**src/rtl/tug_pkg.sv**
```systemverilog
// Shared definitions for the tug-of-war game blocks.
//   LED_W          : width of the score / LED bank
//   cheer_state_t  : states of the victory cheer sequencer
package tug_pkg;

    localparam int LED_W = 7;

    typedef enum logic {
        IDLE  = 1'b0,
        CHEER = 1'b1
    } cheer_state_t;

endpackage

```
**src/rtl/one_pulse.sv**
```systemverilog
// Rising-edge detector: one registered single-cycle pulse per low-to-high
// transition of a synchronous level.
// Ports:
//   clk   : system clock
//   rst   : synchronous active-low reset
//   level : synchronized input level
//   pulse : high for exactly one cycle after each rising edge of level
module one_pulse (
    input  logic clk,
    input  logic rst,
    input  logic level,
    output logic pulse
);

    logic prev;

    always_ff @(posedge clk) begin
        if (!rst) begin
            prev  <= 1'b0;
            pulse <= 1'b0;
        end else begin
            prev  <= level;
            pulse <= level & ~prev;
        end
    end

endmodule

```
**src/rtl/sync2.sv**
```systemverilog
// Generic two-flop synchronizer for an asynchronous level.
// Ports:
//   clk  : system clock
//   rst  : synchronous active-low reset, clears both flops
//   d    : asynchronous input level
//   q    : synchronized level, two edges after d is sampled
module sync2 #(
    parameter int W = 1
) (
    input  logic         clk,
    input  logic         rst,
    input  logic [W-1:0] d,
    output logic [W-1:0] q
);

    logic [W-1:0] s1;

    always_ff @(posedge clk) begin
        if (!rst) begin
            s1 <= '0;
            q  <= '0;
        end else begin
            s1 <= d;
            q  <= s1;
        end
    end

endmodule

```
**src/rtl/victory_cheer_fsm.sv**
```systemverilog
// Cheer sequencer: on a win pulse it latches the score and blinks it,
// alternating true and complemented patterns, one phase per slow strobe.
//
//   state | meaning
//   IDLE  | LEDs dark, waiting for a win pulse
//   CHEER | playing phases 0..CHEER_STEPS-1 of the stored pattern
//
// Ports:
//   clk         : system clock
//   rst         : synchronous active-low reset
//   slowen512   : phase-advance strobe
//   wingame     : single-cycle win pulse
//   score       : pattern sampled at cheer start
//   victory_led : cheer LED output, 0 when idle
module victory_cheer_fsm
    import tug_pkg::*;
#(
    parameter int unsigned CHEER_STEPS = 16,
    parameter int unsigned LED_W       = 7
) (
    input  logic             clk,
    input  logic             rst,
    input  logic             slowen512,
    input  logic             wingame,
    input  logic [LED_W-1:0] score,
    output logic [LED_W-1:0] victory_led
);

    localparam int unsigned STEP_W = $clog2(CHEER_STEPS);
    localparam logic [STEP_W-1:0] LAST_STEP = STEP_W'(CHEER_STEPS - 1);

    cheer_state_t      state, state_next;
    logic [STEP_W-1:0] step, step_next;
    logic [LED_W-1:0]  pat, pat_next;
    logic [LED_W-1:0]  led_next;

    always_ff @(posedge clk) begin
        if (!rst) begin
            state       <= IDLE;
            step        <= '0;
            pat         <= '0;
            victory_led <= '0;
        end else begin
            state       <= state_next;
            step        <= step_next;
            pat         <= pat_next;
            victory_led <= led_next;
        end
    end

    always_comb begin
        state_next = state;
        step_next  = step;
        pat_next   = pat;
        led_next   = victory_led;
        case (state)
            IDLE: begin
                led_next = '0;
                if (wingame) begin
                    pat_next   = score;
                    step_next  = '0;
                    led_next   = score;
                    state_next = CHEER;
                end
            end
            CHEER: begin
                // wingame is deliberately ignored here: no restart mid-cheer
                if (slowen512) begin
                    if (step == LAST_STEP) begin
                        state_next = IDLE;
                        step_next  = '0;
                        led_next   = '0;
                    end else begin
                        step_next = step + 1'b1;
                        // phase step+1 is odd exactly when step is even
                        led_next  = step[0] ? pat : ~pat;
                    end
                end
            end
            default: begin
                state_next = IDLE;
                led_next   = '0;
            end
        endcase
    end

endmodule

```
**src/rtl/victory_cheer_unit.sv**
```systemverilog
// Victory-celebration path: synchronizes the raw victory level, turns its
// rising edge into a single win pulse and plays a blinking cheer of the
// current score on the victory LEDs.
// Ports:
//   clk         : system clock
//   rst         : synchronous active-low reset
//   slowen512   : shared slow enable pacing the cheer phases
//   push        : raw asynchronous victory level
//   score       : score/rope pattern, sampled at cheer start
//   wingame     : one-cycle pulse per synchronized rising edge of push
//   victory_led : cheer LED pattern, 0 when idle
module victory_cheer_unit
    import tug_pkg::*;
#(
    parameter int unsigned CHEER_STEPS = 16,
    parameter int unsigned LED_W       = tug_pkg::LED_W
) (
    input  logic             clk,
    input  logic             rst,
    input  logic             slowen512,
    input  logic             push,
    input  logic [LED_W-1:0] score,
    output logic             wingame,
    output logic [LED_W-1:0] victory_led
);

    logic sypush;

    sync2 #(.W(1)) u_sync2 (
        .clk (clk),
        .rst (rst),
        .d   (push),
        .q   (sypush)
    );

    one_pulse u_one_pulse (
        .clk   (clk),
        .rst   (rst),
        .level (sypush),
        .pulse (wingame)
    );

    victory_cheer_fsm #(
        .CHEER_STEPS (CHEER_STEPS),
        .LED_W       (LED_W)
    ) u_fsm (
        .clk         (clk),
        .rst         (rst),
        .slowen512   (slowen512),
        .wingame     (wingame),
        .score       (score),
        .victory_led (victory_led)
    );

endmodule

```
**config.mk**
```make
export PLATFORM = sky130hd
export DESIGN_NAME = victory_cheer_unit
export DESIGN_NICKNAME = d
export VERILOG_FILES = /design/src/rtl/tug_pkg.sv /design/src/rtl/one_pulse.sv /design/src/rtl/sync2.sv /design/src/rtl/victory_cheer_fsm.sv /design/src/rtl/victory_cheer_unit.sv
export SDC_FILE = /design/constraint.sdc
export NUM_CORES = 1
export LEC_CHECK = 0
export ABC_AREA = 1
export CORE_ASPECT_RATIO = 1.75
export CORE_MARGIN = 2
export CORE_UTILIZATION = 35
export DETAILED_ROUTE_END_ITERATION = 8
export PLACE_DENSITY_LB_ADDON = 0.1
export SETUP_SLACK_MARGIN = 0.3
export SYNTH_ARGS = -nofsm -noshare
export SYNTH_HDL_FRONTEND = slang
export SYNTH_HIERARCHICAL = 1
export SYNTH_SLANG_ARGS = --single-unit
```
**constraint.sdc**
```tcl
create_clock -name clk -period 1.2 [get_ports clk]
set_clock_uncertainty 0.1 [all_clocks]
set_input_delay 0.24 -clock clk [delete_from_list [all_inputs] [get_ports clk]]
set_output_delay 0.24 -clock clk [all_outputs]
set_load 0.05 [all_outputs]
```
== Word-level counts from Yosys, hierarchy flattened ==
Index checks and enable logic that the tools add are counted.
Word-level totals
  register bits after elaboration: 23
  input bits: 11
  output and inout port bits: 8
  word-level logic and storage cells: 31
Cells by class
  add/sub/neg operators: 1
  equality and inequality tests: 3
  mux-type cells: 13
  bitwise operators: 4
  reduce and logical (&&, ||, !) cells: 2
Operators with widths (number)
  7-bit two-way mux: 4
  7-bit case mux with 2 select lines: 1
  4-bit two-way mux: 3
  4-bit case mux with 2 select lines: 1
  7-bit NOT: 1
  4-bit by 1-bit adder with 4-bit output, second input constant: 1
  4-bit equality test, second input constant: 1
  2-bit != test, second input constant: 2
  2-bit AND reduction: 2
  1-bit two-way mux: 3
  1-bit NOT: 2
  1-bit case mux with 2 select lines: 1
  1-bit AND: 1

== Logic depth before layout (Yosys ltp) ==
  depth in word-level cells: 5
  mapped depth: 7
  gate-level depth less buffers: 7

== Modules after synthesis ==
Netlist, hierarchy kept.
Modules (own cells, without submodules)
  victory_cheer_fsm: instances 1, cells an instance 117, area an instance 902.1 µm², sequential area each 380.4 µm²
  sync2: instances 1, cells an instance 6, area an instance 55.1 µm², sequential area each 40.0 µm²
  one_pulse: instances 1, cells an instance 5, area an instance 53.8 µm², sequential area each 40.0 µm²

== Worst setup path after synthesis ==
OpenSTA, ideal clock, no wires.
  path kind: register to register
  from: register u_one_pulse.pulse
  to: register u_fsm.victory_led[2]
  setup time: 62 ps
  data arrival time: 1179 ps
  required time: 1038 ps
  path slack: -141 ps
  cell stages (with the launch flop): 7
  path buffers: 0
  clock period less this slack: 1341 ps
  cell sequence: dfxtp_1 nand2_1 inv_1 nand2_1 nand2_2 nor2_1 nor2_2
Between the ends
  cells in the longest elaborated chain, start to end: 2
RTL lines
  from (decl): line one_pulse.sv:12  | output logic pulse
  from (signal assigned): line one_pulse.sv:23  | pulse <= level & ~prev;
  7-bit two-way mux: line victory_cheer_fsm.sv:59  | if (wingame) begin
  7-bit case mux with 2 select lines: line victory_cheer_fsm.sv:56  | case (state)
  to (signal assigned): line victory_cheer_fsm.sv:47  | victory_led <= led_next;
  to (decl): line victory_cheer_fsm.sv:26  | output logic [LED_W-1:0] victory_led
Every way passes these cells.
A chain may end at the register's enable or synchronous reset.

== Final worst setup path ==
  from: register u_fsm.step[0]
  to: register u_fsm.victory_led[3]
Between the ends
  cells in the longest elaborated chain, start to end: 4
  elaborated cells on any way between the ends: 5
  classes of those cells: 1 x eq/ne; 4 x mux
RTL lines
  from (decl): line victory_cheer_fsm.sv:33  | logic [STEP_W-1:0] step, step_next;
  from (signal assigned): line victory_cheer_fsm.sv:45  | step <= step_next;
  4-bit equality test or 7-bit two-way mux (tied branches): line victory_cheer_fsm.sv:69, victory_cheer_fsm.sv:76
  7-bit two-way mux *: line victory_cheer_fsm.sv:69  | if (step == LAST_STEP) begin
  7-bit two-way mux *: line victory_cheer_fsm.sv:68  | if (slowen512) begin
  7-bit case mux with 2 select lines *: line victory_cheer_fsm.sv:56
Mark *: on every way between the ends. The rest lies on a longest branch, timed or not. The select of a mux whose other input is x is not followed.

==> out/summary.txt <==
TIMING
--------------------------------------------------------------------------------------
Period minus WS final                                                         1.177 ns
Normalized max-slew margin                                                      87.06%
Finish-stage setup viols                                                             0
Transition at the pin with the smallest max-transition slack                 0.1938 ns
FMAX                                                                         849.9 MHz
Total count of max-transition violations in the final report                         0
RSZ-0062 raised after global routing                                              true
Count of endpoints failing hold in the final timing report                           0
Final critical-path share of the clock period                                   98.05%
Total Neg Setup Slack                                                             0 ns

LAYOUT
--------------------------------------------------------------------------------------
Final #Nets                                                                        176
Commonest non-fill, non-tap cells in the layout                           25 x sky130_fd_sc_hd__nand2_1, 14 x sky130_fd_sc_hd__buf_4, 12 x sky130_fd_sc_hd__nor2_1, 12 x sky130_fd_sc_hd__dfxtp_1
Most common cell after layout, fill and taps aside                        sky130_fd_sc_hd__nand2_1
Filler Cells Inserted                                                              248
Ratio of cells with drive above 1 in the final layout                           47.24%
Syn-to-layout area delta                                                        61.51%
Diode insertion count for antenna repair                                             0

GRT
--------------------------------------------------------------------------------------
Via count of the first global-routing pass                                         929
Global-route wire length before repair                                         4008 um
Combined global-route utilization of all metal layers                           16.44%
Initial antenna violation count                                                      0
Maximum number of pins on one net before global-route repair                        13
Final global-route overflow total                                                    0

YOSYS
--------------------------------------------------------------------------------------
Largest cells by area after synthesis                                     sky130_fd_sc_hd__dfxtp_1 46%, sky130_fd_sc_hd__nand2_1 11%, sky130_fd_sc_hd__nor2_1 7.4%
Cell taking the most area after synthesis                                 sky130_fd_sc_hd__dfxtp_1
Count of synthesis-stage warnings from yosys                                         6
Syn_nets                                                                           140
Proportion of netlist area held by the largest area contributor                 45.54%
Mapped Area                                                               0.001011 mm^2
Post-Synthesis Cells                                                               128
Synth Area per Inst                                                         7.898 um^2
Synth Register Bits                                                                 23
Library cells used by synthesis                                                     20
Seq/Total Area, Yosys                                                           45.54%

DIE
--------------------------------------------------------------------------------------
IO Count                                                                            19
Starting density of the core                                                    37.15%
Die Span X                                                                    44.63 um
Standard-cell rows                                                                  25
Die area                                                                  0.003351 mm^2
Height of the chip                                                            75.10 um
Core area                                                                 0.002721 mm^2

OUTCOME
--------------------------------------------------------------------------------------
Status                                                                    finished, final reports clean

POWER
--------------------------------------------------------------------------------------
Sequential share of power                                                        48.8%
Switching power total                                                        0.4637 mW
Leakage power summed over all cells                                          0.7440 nW
Power consumption                                                             1.687 mW
VDD IR max                                                                   0.7181 mV
Power share of the clock group                                                   28.3%
PwrDens                                                                   1033 mW/mm^2
Combinational cell fraction of total power                                       22.9%
Internal                                                                      1.223 mW
Proportion of total power due to net switching                                  27.48%

ROUTING
--------------------------------------------------------------------------------------
Detailed Route WL                                                              2450 um
Routed vias                                                                        914
Routed wirelength normalized by instance count                                12.89 um
Post-route DRC                                                                       0
Detail Route Antenna Nets                                                            0
Drt initial violations                                                               7
Avg Vias per Cell                                                                4.811
Number of iterations in the first detailed-routing pass                              2

SETUP PATH
--------------------------------------------------------------------------------------
Kind of launch point of the worst setup path                                      flop
Largest stage delay on the critical path                                       0.37 ns
Crit Path Category                                                          reg -> reg
Setup slack of the worst register-to-register path                             0.02 ns
Cell class contributing the biggest share of worst-path delay               flip-flops
Most frequent cell on the critical path                                   sky130_fd_sc_hd__nor2_2
Endpoint class of the critical path                                               flop
Worst-path cell chain                                                     buf_6 > xor2_2 > nor2_4 > nor2_2 > nor2_2
Required time of the worst setup path                                          1.26 ns
Critical path fanouts, max                                                          11
Cell at the slowest stage of the critical path                            sky130_fd_sc_hd__dfxtp_4
Arrival @ worst endpoint                                                       1.24 ns
Critical path buffer and inverter count                                              1

CLOCK TREE
--------------------------------------------------------------------------------------
H-tree depth                                                                         1
Clock root buffer                                                         sky130_fd_sc_hd__clkbuf_8
Total CTS buffers                                                                    3
Hold-fix buffers, CTS                                                                0
CTS tree                                                                           yes
Buffer levels on the longest clock path                                              2
Clock Latency Late Sink                                                        0.26 ns
Clock slew at the register clock pins of the worst setup and hold paths        0.08 ns
Number of clock sinks                                                               23

PLACED DESIGN
--------------------------------------------------------------------------------------
Buffers added on ports                                                              18
Detailed placer's ending HPWL                                                  1597 um
Global placement routability congestion                                         0.7299

WORST HOLD PATH
--------------------------------------------------------------------------------------
Hold crit path type                                                         reg -> reg

RUN
--------------------------------------------------------------------------------------
Max-cap viol count                                                                   0

area by class of cell:
class,count,area (um^2),area share (%)
Multi-Input combinational cell,91,600.6,36.78
Timing Repair Buffer,36,432.9,26.51
Tap cell,27,33.78,2.069
Inverter,9,41.29,2.529
Sequential cell,23,479.2,29.35
Clock buffer,4,45.04,2.759
flip-flops by register name, summed over array words and instances, names as in the netlist:
name	cells
u_fsm/state	1
u_one_pulse/pulse	1
u_fsm/pat	7
u_sync2/q	1
u_fsm/victory_led	7
u_sync2/s1	1
u_one_pulse/prev	1
u_fsm/step	4
per-layer routing:
layer	part of all wire (%)	global-route usage (%)
met2	57	29.63
met3	2.6	2.398
met4	1.4	9.091
met5	0	0
met1	39	17.68
worst paths after layout:
check,from,to,depth (start not counted)
worst max-delay path,u_fsm/step[0]$_SDFFE_PN0P_,u_fsm/victory_led[3]$_SDFFE_PN0P_,5
worst min-delay path,u_one_pulse/prev$_SDFF_PN0_,u_one_pulse/pulse$_SDFF_PN0_,1
worst max register to register,u_fsm/step[0]$_SDFFE_PN0P_,u_fsm/victory_led[3]$_SDFFE_PN0P_,5
worst min register to register,u_one_pulse/prev$_SDFF_PN0_,u_one_pulse/pulse$_SDFF_PN0_,1
cell usage after synthesis:
| cell type | instances |
|---|---|
| sky130_fd_sc_hd__xor2_1 | 7 |
| sky130_fd_sc_hd__o21ai_2 | 7 |
| sky130_fd_sc_hd__nor2_1 | 20 |
| sky130_fd_sc_hd__ha_1 | 1 |
| sky130_fd_sc_hd__a31oi_2 | 1 |
| sky130_fd_sc_hd__clkinv_1 | 1 |
| sky130_fd_sc_hd__dfxtp_1 | 23 |
| sky130_fd_sc_hd__nor2_2 | 3 |
| sky130_fd_sc_hd__buf_6 | 1 |
| sky130_fd_sc_hd__nand2_1 | 29 |
| sky130_fd_sc_hd__nand2_2 | 2 |
| sky130_fd_sc_hd__inv_1 | 7 |
| sky130_fd_sc_hd__buf_12 | 1 |
| sky130_fd_sc_hd__or2_1 | 1 |
| sky130_fd_sc_hd__nand4_1 | 1 |
| sky130_fd_sc_hd__o21ai_0 | 1 |
| sky130_fd_sc_hd__inv_2 | 1 |
| sky130_fd_sc_hd__nand3_1 | 7 |
| sky130_fd_sc_hd__buf_2 | 3 |
| sky130_fd_sc_hd__a21oi_1 | 11 |
logic make-up after synthesis:
family | synth area share [%]
compound gates | 13.24
xor+xnor | 6.064
fa+ha+maj | 1.237
buf+inv | 7.920
flops | 45.54
simple gates | 25.99
through the flow:
step | instance area [um^2] | hold slack, ns | setup WS [ns] | instances | util (%)
after global routing | 1633 | 0.3228 | -0.03747 | 190 | 60.00
final | 1633 | 0.2938 | 0.02343 | 190 | 60.00
after detailed placement | 1384 | 0.2829 | -0.2740 | 178 | 50.85
after CTS | 1544 | 0.2981 | 0.02201 | 190 | 56.74
after global placement | 1384 | 0.2783 | -0.2671 | 178 | 50.85
after floorplan | 1057 | 0.2335 | 0.004275 | 128 | -
power groups by stage:
stage	logic, mW	registers, mW	clock network [mW]
after floorplan	0.120	0.894	0
after CTS	0.361	0.824	0.498
final	0.387	0.823	0.478
after detailed placement	0.310	0.846	0
after global routing	0.414	0.827	0.520
after global placement	0.309	0.845	0
timing repair:
item	4_1_cts	5_1_grt
pin swaps	3	11
cloned	1	0
resized for setup	13	21
setup endpoints to repair	31	27
buffers inserted	7	0
No activity file was read; power rests on OpenSTA's default activity.
==> RTL edit 1, RTL diff (same settings) <==
Add an input register stage for `slowen512`, `push` and `score`; this delays them by one clock. Comments in the files are not updated.
--- a/src/rtl/victory_cheer_unit.sv
+++ b/src/rtl/victory_cheer_unit.sv
@@ -24,12 +24,22 @@
     output logic [LED_W-1:0] victory_led
 );
 
+    logic slowen512_q;
+    logic push_q;
+    logic [LED_W-1:0] score_q;
+
+    always_ff @(posedge clk) begin
+        slowen512_q <= slowen512;
+        push_q      <= push;
+        score_q     <= score;
+    end
+
     logic sypush;
 
     sync2 #(.W(1)) u_sync2 (
         .clk (clk),
         .rst (rst),
-        .d   (push),
+        .d   (push_q),
         .q   (sypush)
     );
 
@@ -46,9 +56,9 @@
     ) u_fsm (
         .clk         (clk),
         .rst         (rst),
-        .slowen512   (slowen512),
+        .slowen512   (slowen512_q),
         .wingame     (wingame),
-        .score       (score),
+        .score       (score_q),
         .victory_led (victory_led)
     );
 
Formal check against the unedited RTL: not equivalent (Yosys sat finds a counterexample within 4 cycles, from zero or initial values and one cycle with rst low).
==> RTL edit 1 against the original RTL <==
  * Die area rose by 17%
  * Power is 34% higher
  * Combinational power shrank 5.4%
  * Wire length grew 5.6%
  * Worst setup slack is essentially flat
  * Design area grew 14%
  * Area after synthesis increased by 18%
  * Sequential cell count grew 9
  * Critical path type unchanged
  * Critical endpoint unchanged
==> RTL edit 1: results (changes against the original RTL) <==
| Metric | Value |
|---|---|
| Run status | `finished, final reports clean` |
| Number of buffers created by CTS | `5 (+2)` |
| Logic depth of the worst register-to-register path | `5 (unchanged)` |
| Actual slew at the worst max-slew pin | `173 ps (-20.9 ps)` |
| Clock latency on the worst-skew pair | `280 ps (+20 ps)` |
| End of the worst register-to-register path | `u_fsm/victory_led[3]` |
| Hold WC Path Type | `reg -> reg` |
| Antenna cell count | `0 (unchanged)` |
| Final HPWL DP | `1690 um (+5.5%)` |
| Violation count after the first detailed-routing iteration | `15 (+8)` |
| Net Count, Synth | `149 (+6.4%)` |
| Port bufs | `18 (unchanged)` |
| Hold Path Stages | `1 (unchanged)` |
| Number of vias after detailed routing | `998 (+9.2%)` |
| Clock transition at the registers of the reported paths | `60 ps (-20 ps)` |
| Global-route wire length before repair | `4240 um (+5.7%)` |
| Fraction of synthesized area in multiplexers | `0% (unchanged)` |
| End point of the worst hold path | `u_one_pulse/pulse` |
| Ys async rst share | `0% (unchanged)` |
| Complex-gate fraction of the synthesized area | `11.2% (-2.0 points)` |
| Antenna violations before repair | `0 (unchanged)` |
| Number of global-route vias before repair | `983 (+5.8%)` |
| Crit path launch | `u_fsm/state` |
| Internal reg-to-reg setup slack | `roughly 23 ps` |
| Warnings, synthesis | `6 (unchanged)` |
| Worst VDD drop | `872 uV (+21%)` |
| Final wirelength | `2590 um (+5.6%)` |
| First drt pass iteration count | `4 (+2)` |
| Sequential share of the synthesized area | `53.8% (+8.2 points)` |
| Cell variety after synth | `20 (unchanged)` |
| Adder-cell share of the synthesized area | `1.05% (-0.19 points)` |
| Clock Root Buffer | `sky130_fd_sc_hd__clkbuf_8` |
| CP max-delay cell | `sky130_fd_sc_hd__dfxtp_4` |
| Registers with the most flip-flops | `score_q (7), u_fsm/pat (7), u_fsm/victory_led (7)` |
| Hold path startpoint | `u_one_pulse/prev` |
| NumNets Final | `190 (+8.0%)` |
| Synth cell count leaders | `32 x sky130_fd_sc_hd__dfxtp_1, 29 x sky130_fd_sc_hd__nand2_1, 20 x sky130_fd_sc_hd__nor2_1, 11 x sky130_fd_sc_hd__a21oi_1` |
| Share of post-route cells with drive strength above 1 | `44.9% (-2.3 points)` |
| Parity-gate share of the synthesized area counting xor and xnor cells | `5.15% (-0.92 points)` |
| Buffers from clock root to sink, at most | `2 (unchanged)` |
| Capture point of the worst path | `u_fsm/victory_led[3]` |
| Maximum fanout along the worst path | `8 (-3)` |
| Number of H-tree branching levels | `2 (+1)` |
| Arrival time of data at the critical path endpoint | `1250 ps` |
| Max-cap violations | `0 (unchanged)` |
| Largest net degree at the start of global routing | `12 (-1)` |
| Leakage dissipation | `0.000844 uW (+13%)` |
| Synth area leaders | `sky130_fd_sc_hd__dfxtp_1 54%, sky130_fd_sc_hd__nand2_1 9.1%, sky130_fd_sc_hd__nor2_1 6.3%, sky130_fd_sc_hd__o21ai_2 5.1%, sky130_fd_sc_hd__xor2_1 5.1%` |
| Overall fraction of global-route tracks in use | `16.0% (-0.45 points)` |
| Delay of the slowest cell on the worst path | `350 ps (-20 ps)` |
| Gpl congestion | `0.773 (+5.9%)` |
==> RTL edit 1: cell count changes after synthesis, sizes merged <==
cell / before / now
dfxtp: 23 / 32
==> RTL edit 1: stage by stage <==
step / hold slack (ps) / instances / instance area [sq um] / setup slack, ps / TNS, ps
after global routing: 293 / 223 / 1860 / -28.8 / -156
after global placement: 279 / 206 / 1590 / -91.4 / -1310
after floorplan: 168 / 137 / 1240 / 4.42 / 0
after detailed placement: 295 / 206 / 1590 / -112 / -1580
final: 299 / 223 / 1860 / 23.0 / 0
after CTS: 290 / 220 / 1780 / 24.8 / 0
==> RTL edit 1: critical path: cells and delay by family (launching register included) <==
| family | cells | cell delay [ps] |
|---|---|---|
| compound gates | 1 | 120 |
| buf+inv | 2 | 190 |
| flops | 1 | 350 |
| simple gates | 2 | 310 |
==> RTL edit 1: cell type report <==
| class | count | area [sq um] |
|---|---|---|
| well taps | 45 | 56.3 |
| fillers | 312 | 1470 |
| inverters | 9 | 40.0 |
| multi-input cells | 91 | 568 |
| repair buffers | 39 | 457 |
| clock buffers | 6 | 72.6 |
| flip-flops and latches | 32 | 659 |
| clock inverters | 1 | 5.00 |
==> RTL edit 1: timing repair <==
item,4_1_cts,5_1_grt
gates resized for setup,14,15
setup buffers,6,2
pin swaps,1,7
gates cloned,1,1
endpoints found under the setup margin,31,27
==> RTL edit 1: per-layer routing <==
layer	wire length, um	global-route usage (%)	up-vias
met1	1030	18.1	457
met4	73	10.0	0
met3	83	4.00	7
met2	1400	25.3	19
met5	0	0	-
li1	-	-	515
==> RTL edit 1: power by group <==
part,switching (uW),leakage (uW),internal [uW]
clock network,364,0.0000410,393
registers,32.8,0.000268,1110
logic,180,0.000535,185
total,577,0.000844,1690
==> RTL edit 2, RTL diff (same settings) <==
Without the edit above. `LED_W` is set to 7 in 2 places; all go to 9.
--- a/src/rtl/tug_pkg.sv
+++ b/src/rtl/tug_pkg.sv
@@ -3,7 +3,7 @@
 //   cheer_state_t  : states of the victory cheer sequencer
 package tug_pkg;
 
-    localparam int LED_W = 7;
+    localparam int LED_W = 9;
 
     typedef enum logic {
         IDLE  = 1'b0,
--- a/src/rtl/victory_cheer_fsm.sv
+++ b/src/rtl/victory_cheer_fsm.sv
@@ -16,7 +16,7 @@
     import tug_pkg::*;
 #(
     parameter int unsigned CHEER_STEPS = 16,
-    parameter int unsigned LED_W       = 7
+    parameter int unsigned LED_W       = 9
 ) (
     input  logic             clk,
     input  logic             rst,
Ports: changed (resized score and victory_led); port bits go from 19 to 23. No check against the original RTL was run, so the function may have changed too.
==> RTL edit 2 against the original RTL <==
  * Power rose by 15%
  * Sequential power rose by 18%
  * Sequential cell count rose by 4
  * Die area rose by 11%
  * Worst hold slack got worse by 100 ps
  * Wire length rose by 28%
  * Worst setup slack got worse by 21 ps
  * Synthesized cell count rose by 18%
  * Area after synthesis rose by 12%
  * Maximum frequency fell by 1.8%
  * Critical path depth did not move
  * Via count rose by 21%
  * Design area rose by 17%
  * Critical path type unchanged
==> RTL edit 2: results (changes against the original RTL) <==
| Metric | Value |
|---|---|
| Gpl congestion | `0.745 (+2.1%)` |
| First drt pass iteration count | `4 (+2)` |
| Final wirelength | `3140 um (+28%)` |
| Share of post-route cells with drive strength above 1 | `43.1% (-4.1 points)` |
| Violation count after the first detailed-routing iteration | `39 (+32)` |
| Number of buffers created by CTS | `3 (unchanged)` |
| Sequential share of the synthesized area | `47.7% (+2.1 points)` |
| Via density per instance | `4.62 (-3.9%)` |
| Setup slack after placement | `-284 ps (-9.94 ps)` |
| Arrival time of data at the critical path endpoint | `1270 ps (+30 ps)` |
| Post-Place Cell Area | `1600 sq um (+16%)` |
| Hold WC Path Type | `in -> reg` |
| Synth cell count leaders | `37 x sky130_fd_sc_hd__nand2_1, 28 x sky130_fd_sc_hd__nor2_1, 27 x sky130_fd_sc_hd__dfxtp_1, 13 x sky130_fd_sc_hd__a21oi_1` |
| Leakage dissipation | `0.000873 uW (+17%)` |
| Global-route wire length before repair | `4570 um (+14%)` |
| Post-Synthesis Mean Instance Area | `7.51 sq um (-5.0%)` |
| DP Cell Count | `221 (+24%)` |
| Maximum fanout along the worst path | `9 (-2)` |
| Number of standard cells in the final layout excluding fillers | `240 (+26%)` |
| NumNets Final | `212 (+20%)` |
| Number of global-route vias before repair | `1035 (+11%)` |
| Registers with the most flip-flops | `u_fsm/pat (9), u_fsm/victory_led (9), u_fsm/step (4)` |
| Largest delay contributor family on the critical path | `flip-flops` |
| Net Count, Synth | `165 (+18%)` |
| Cell variety after synth | `19 (-5.0%)` |
| Remaining max-slew budget at the tightest pin | `85.8% (-1.3 points)` |
| Synth area leaders | `sky130_fd_sc_hd__dfxtp_1 48%, sky130_fd_sc_hd__nand2_1 12%, sky130_fd_sc_hd__nor2_1 9.3%, sky130_fd_sc_hd__xor2_1 7.0%, sky130_fd_sc_hd__a21oi_1 5.7%` |
| Largest net degree at the start of global routing | `20 (+7)` |
| Final HPWL DP | `1830 um (+15%)` |
| Overall fraction of global-route tracks in use | `16.9% (+0.49 points)` |
| Run status | `finished, final reports clean` |
-- RTL edit 2: repair_timing --
| item | in CTS | in global routing |
|---|---|---|
| setup endpoints to repair | 37 | 34 |
| cloned | 3 | 2 |
| pin swaps | 9 | 6 |
| gates resized for setup | 31 | 20 |
| setup buffers | 3 | 7 |
-- RTL edit 2: final timing paths --
kind                            cells past startpoint              endpoint  slack [ps]             start
worst min-delay path                                3         u_fsm/step[0]         190               rst
worst max register to register                      5  u_fsm/victory_led[0]           2       u_fsm/state
worst max-delay path                                5  u_fsm/victory_led[0]           2       u_fsm/state
worst min register to register                      1     u_one_pulse/pulse         300  u_one_pulse/prev
-- RTL edit 2: stage by stage --
step                      setup TNS (ps)  power (uW)
after global routing                -456        2040
after floorplan                        0        1170
after CTS                              0        1920
after global placement             -6120        1350
final                                  0        1950
after detailed placement           -6120        1360
-- RTL edit 2: cell families after synthesis --
kind of cell    Yosys count  synth area share [%]
simple gates             75                  26.3
flops                    27                  47.7
compound gates           24                  11.3
buf+inv                  15                  6.73
xor+xnor                  9                  6.95
fa+ha+maj                 1                  1.10
-- RTL edit 2: power by group --
group	total [uW]	switching, uW	internal [uW]
clock network	530	291	238
registers	969	35.3	933
logic	447	224	223
total	1950	551	1390
-- RTL edit 2: cell type report --
| cell class | instances | area [sq um] |
|---|---|---|
| multi-input combinational | 110 | 647 |
| clock buffer | 4 | 45.0 |
| timing repair buffer | 45 | 543 |
| inverter | 9 | 47.5 |
| sequential | 27 | 567 |
| fill | 289 | 1190 |
| timing repair inverter | 2 | 15.0 |
| tap | 43 | 53.8 |
-- RTL edit 2: per-layer routing --
metal / GRT usage (%) / vias to the layer above / wire (um)
li1: - / 571 / -
met1: 19.0 / 518 / 1260
met2: 30.3 / 18 / 1790
met4: 5.83 / 0 / 18
met3: 2.73 / 2 / 75
met5: 0 / - / 0
-- RTL edit 2: worst reg2reg max path, stage by stage (launching register included) --
cell and delay (ps):
sky130_fd_sc_hd__dfxtp_4 370, sky130_fd_sc_hd__inv_4 40, sky130_fd_sc_hd__or2_4 250, sky130_fd_sc_hd__clkbuf_16 170, sky130_fd_sc_hd__o21ai_1 120, sky130_fd_sc_hd__nor2_1 50
